--- src/rtl/clkdiv_ctrl.sv ---
// Sequencing controller for a ripple clock divider: owns its reset, mirrors its state,
// and switches the output tap only while every tap is low so the gated clock never glitches.
module clkdiv_ctrl #(
   parameter  int STAGES      = 4,
   parameter  int RST_CYCLES  = 8,
   parameter  int DEFAULT_SEL = 0,
   localparam int SELW        = $clog2(STAGES + 1)
) (
   input  logic              i_clk,
   input  logic              i_rst,
   input  logic              i_en,
   output logic              o_div_rstb,
   input  logic              i_ratio_valid,
   output logic              o_ratio_ready,
   input  logic [SELW-1:0]   i_ratio,
   output logic [SELW-1:0]   o_sel,
   output logic              o_clk_en,
   output logic              o_locked,
   output logic [STAGES-1:0] o_phase,
   output logic              o_cfg_err
);

   localparam int CNTW = (RST_CYCLES > 1) ? $clog2(RST_CYCLES) : 1;

   typedef enum logic [2:0] {
      S_HOLD,
      S_ALIGN_ON,
      S_RUN,
      S_ALIGN_OFF,
      S_SWITCH
   } state_t;

   state_t            r_state, w_state_nxt;
   logic [CNTW-1:0]   r_cnt, w_cnt_nxt;
   logic              r_div_rstb, w_div_rstb_nxt;
   logic              r_clk_en, w_clk_en_nxt;
   logic [SELW-1:0]   r_sel, w_sel_nxt;
   logic [SELW-1:0]   r_ratio_lat, w_ratio_lat_nxt;
   logic              r_cfg_err, w_cfg_err_nxt;
   logic [STAGES-1:0] r_phase;
   logic              w_phase_zero;

   assign w_phase_zero = (r_phase == '0);

   always_comb begin
      w_state_nxt     = r_state;
      w_cnt_nxt       = '0;
      w_div_rstb_nxt  = r_div_rstb;
      w_clk_en_nxt    = r_clk_en;
      w_sel_nxt       = r_sel;
      w_ratio_lat_nxt = r_ratio_lat;
      w_cfg_err_nxt   = 1'b0;

      if (!i_en) begin
         w_state_nxt    = S_HOLD;
         w_div_rstb_nxt = 1'b0;
         w_clk_en_nxt   = 1'b0;
      end else begin
         case (r_state)
            S_HOLD: begin
               w_div_rstb_nxt = 1'b0;
               w_clk_en_nxt   = 1'b0;
               if (r_cnt == CNTW'(RST_CYCLES - 1)) begin
                  w_state_nxt    = S_ALIGN_ON;
                  w_div_rstb_nxt = 1'b1;
               end else begin
                  w_cnt_nxt = r_cnt + CNTW'(1);
               end
            end
            S_ALIGN_ON: begin
               if (w_phase_zero && r_div_rstb) begin
                  w_clk_en_nxt = 1'b1;
                  w_state_nxt  = S_RUN;
               end
            end
            S_RUN: begin
               if (i_ratio_valid) begin
                  if (i_ratio <= SELW'(STAGES)) begin
                     w_ratio_lat_nxt = i_ratio;
                     w_state_nxt     = S_ALIGN_OFF;
                  end else begin
                     w_cfg_err_nxt = 1'b1;
                  end
               end
            end
            S_ALIGN_OFF: begin
               if (w_phase_zero) begin
                  w_clk_en_nxt = 1'b0;
                  w_state_nxt  = S_SWITCH;
               end
            end
            S_SWITCH: begin
               w_sel_nxt   = r_ratio_lat;
               w_state_nxt = S_ALIGN_ON;
            end
            default: begin
               w_state_nxt    = S_HOLD;
               w_div_rstb_nxt = 1'b0;
               w_clk_en_nxt   = 1'b0;
            end
         endcase
      end
   end

   always_ff @(posedge i_clk) begin
      if (i_rst) begin
         r_state     <= S_HOLD;
         r_cnt       <= '0;
         r_div_rstb  <= 1'b0;
         r_clk_en    <= 1'b0;
         r_sel       <= SELW'(DEFAULT_SEL);
         r_ratio_lat <= SELW'(DEFAULT_SEL);
         r_cfg_err   <= 1'b0;
         r_phase     <= '0;
      end else begin
         r_state     <= w_state_nxt;
         r_cnt       <= w_cnt_nxt;
         r_div_rstb  <= w_div_rstb_nxt;
         r_clk_en    <= w_clk_en_nxt;
         r_sel       <= w_sel_nxt;
         r_ratio_lat <= w_ratio_lat_nxt;
         r_cfg_err   <= w_cfg_err_nxt;
         // Divider flops clear as soon as their reset asserts, so the mirror zeroes with it.
         r_phase     <= (r_div_rstb && w_div_rstb_nxt) ? r_phase - STAGES'(1) : '0;
      end
   end

   assign o_div_rstb    = r_div_rstb;
   assign o_clk_en      = r_clk_en;
   assign o_sel         = r_sel;
   assign o_phase       = r_phase;
   assign o_cfg_err     = r_cfg_err;
   assign o_locked      = (r_state == S_RUN);
   assign o_ratio_ready = (r_state == S_RUN) && i_en;

endmodule

--- config.mk ---
export PLATFORM = sky130hd
export DESIGN_NAME = clkdiv_ctrl
export DESIGN_NICKNAME = d
export VERILOG_FILES = /design/src/rtl/clkdiv_ctrl.sv
export SDC_FILE = /design/constraint.sdc
export NUM_CORES = 1
export LEC_CHECK = 0
export BUFFER_PORTS_ARGS = -buffer_cell sky130_fd_sc_hd__clkbuf_2
export CORE_MARGIN = 2
export CORE_UTILIZATION = 40
export DETAILED_ROUTE_END_ITERATION = 8
export PLACE_DENSITY_LB_ADDON = 0.1
export SKIP_CTS_REPAIR_TIMING = 1
export SLEW_MARGIN = 20
export SYNTH_ARGS = -nofsm -noshare
export SYNTH_HDL_FRONTEND = slang
export SYNTH_SLANG_ARGS = --single-unit
export TNS_END_PERCENT = 5
--- constraint.sdc ---
create_clock -name i_clk -period 1.6 [get_ports i_clk]
set_clock_uncertainty 0.05 [all_clocks]
set_input_delay 0 -clock i_clk [delete_from_list [all_inputs] [get_ports i_clk]]
set_output_delay 0 -clock i_clk [all_outputs]
set_load 0.01 [all_outputs]
==> run metrics <==
outcome=finished clean; Adder-Cell Fraction of Synth Area=4.196%; largest family of logic cells by synthesized area=simple AND/OR/NAND/NOR gates; crit-path max FO=5; Max Cap Viol=0; clk_lat worst skew=300 ps; layout cells sized above 1=30.33%; wire per inst=12.09 um; Cells after DPL=140; CTS root buf=clkbuf_4; ys async rst share=0%; Max Buffers Root-to-Sink=2; htree depth=1; Setup CP Type=register to register; top-area cell type share of the netlist area=42.52%; grt ovf=0; met3 GRT Util=4.094%; Die H=51.29 um; Achievable Freq=662.2 MHz; std cell rows=17; post-synthesis register bit count=19; fin crit share=94.38%; CP max-delay cell=dfxtp_2; DR vias=766; Design Area, Final=1139 um2; Least-Margin Pin Slew=329.0 ps; Post-synth EDFFs=0; Initial Util=41.23%; CP Buf/Inv Count=0; multiplexer share of the synthesized area=6.713%; DP Wirelength=1314 um; Required @ worst endpoint=1760 ps; Slew Viols, Final=0; Placed Area=1033 um2; Compound-Gate Fraction of Synth Area=8.951%; vias in the first global route=694; multi-input logic area=486.7 um2; simple-gate portion of the synthesized area=29.93%; Pre-antenna DRT Iters=4; RSZ-0062 raised after global routing=true; Leak=0.4692 nW; fin crit period=1510 ps; Num Clock Sinks=19; Worst EP arrival=1670 ps; die width=51.29 um; die area=2631 um2; layout filler cell count=225; clock transition at the registers of the reported paths=110 ps; post-synth cell types=34; cell taking the most area after synthesis=dfxtp_1; CP Cell Sequence=ha_1 > ha_2 > nor2b_1 > a311o_1 > a31o_2; Final Hold Fails=0; Synth-to-Final Area Change=27.27%; pre-CTS setup slack=51.45 ps; Worst Setup End Kind=register; Design Power=0.7653 mW; worst hold path type=register to register; delay-heaviest family, CP=compound AO/OA/AOI/OAI gates; setup TNS=0 ps; RePlAce Congestion=0.7888; Syn Nets=104; I/O Pins=19; ranking of synthesized cells by area=dfxtp_1 (43%), mux2i_1 (6.7%), ha_1 (4.2%); first-pass GRT wire length=3029 um; GR Util met1=18.92%; Synth Flop Type=dfxtp_1; CORE AREA=2170 um2; Synth warnings=0; register area share after synthesis=42.52%; DR DRC count=0; CP startpoint kind=register; Routed WL=1814 um; CTS tree=done; ANT cells=0; syn_area_per_cell=9.517 um2; Final setup viols=0; GRT Util Overall=15.90%; most used routing layer=met2; area of the mapped netlist=894.6 um2; initial antenna violation count=0; CTS Buf Count=3; DR vias/cell=5.107; Slew Limit Headroom=77.83%; pwr dens=672.1 nW/um2; GRT met2 Usage=25.32%; largest net degree at the start of global routing=14; PortBufs=18; Initial DRC Count=8; Synth Area in XOR/XNOR=2.937%; worst stage delay on the critical path=340 ps; VDD IR max=0.0005665 V; register area=384.1 um2; Final Non-Filler Cells=150; final setup margin=89.99 ps; Final nets=133; ANT nets after route=0; Syn Inst Count=94
[cell families after synthesis]
family                   Yosys count
AND/OR/NAND/NOR                   41
buffers and inverters             10
adder cells (fa/ha/maj)            3
AO/OA/AOI/OAI                     12
multiplexers                       6
XOR/XNOR                           3
flip-flops                        19
[Yosys cell counts, types with 2 or more instances]
master,instances
a21oi_1,2
and2_1,2
and4_1,2
buf_2,4
dfxtp_1,19
ha_1,3
inv_1,5
mux2i_1,6
nand2b_1,6
nand4_1,2
nor2_1,9
nor2b_1,3
nor3_1,3
nor4_1,4
o211ai_1,2
o21ai_0,3
xnor2_1,2
[path summary, 6_finish.rpt]
kind | from | endpoint | slack (ps) | depth (start not counted)
max | r_cnt[0]$_SDFF_PP0_ | r_state[0]$_SDFFE_PP0P_ | 90 | 5
min | r_cnt[0]$_SDFF_PP0_ | r_cnt[0]$_SDFF_PP0_ | 360 | 1
max reg2reg | r_cnt[0]$_SDFF_PP0_ | r_state[0]$_SDFFE_PP0P_ | 90 | 5
min reg2reg | r_cnt[0]$_SDFF_PP0_ | r_cnt[0]$_SDFF_PP0_ | 360 | 1
[state kept, by name, indices dropped and copies added, names as in the netlist]
name / flops
o_phase: 4
o_sel: 3
r_cnt: 3
r_ratio_lat: 3
r_state: 3
o_cfg_err: 1
o_clk_en: 1
o_div_rstb: 1
[power breakdown]
part           total, mW  leakage, nW  internal (mW)  switching [mW]
Sequential         0.476        0.155          0.475         0.00105
Clock              0.247       0.0150         0.0971           0.149
Combinational     0.0423        0.300         0.0241          0.0182
Total              0.765        0.469          0.597           0.169
[per-stage QoR]
stage               util, %  hold WS [ps]
global placement      47.64         213.1
floorplan                 -         76.92
finish                52.48         360.4
CTS                   48.85        -131.0
detailed placement    47.64         195.4
global route          52.48         379.3
[cell usage in the layout (no fill, tap or decap), types with 2 or more instances in the layout]
cell / n
nor2_1: 9
nand2b_1: 6
a21oi_1: 2
xnor2_1: 2
nor3_1: 3
and2_1: 2
dlygate4sd3_1: 6
nand4_1: 2
nor2b_1: 3
buf_4: 5
o211ai_1: 2
mux2i_1: 6
inv_1: 5
dfxtp_1: 16
o21ai_0: 3
ha_1: 2
clkbuf_2: 18
nor4_1: 3
dfxtp_2: 3
clkbuf_4: 3
and4_1: 2
[layer usage]
metal	vias to the layer above	share of wire (%)
met3	5	3.3
met5	-	0
met1	354	48
li1	393	-
met4	0	2.3
met2	14	47
[layout make-up]
class	count	share of cell area (%)
timing repair buffer	29	16.48
clock buffer	4	2.308
inverter	5	1.648
multi-input combinational	65	42.75
tap	28	3.077
sequential	19	33.74
(Power assumes the default switching activity.)
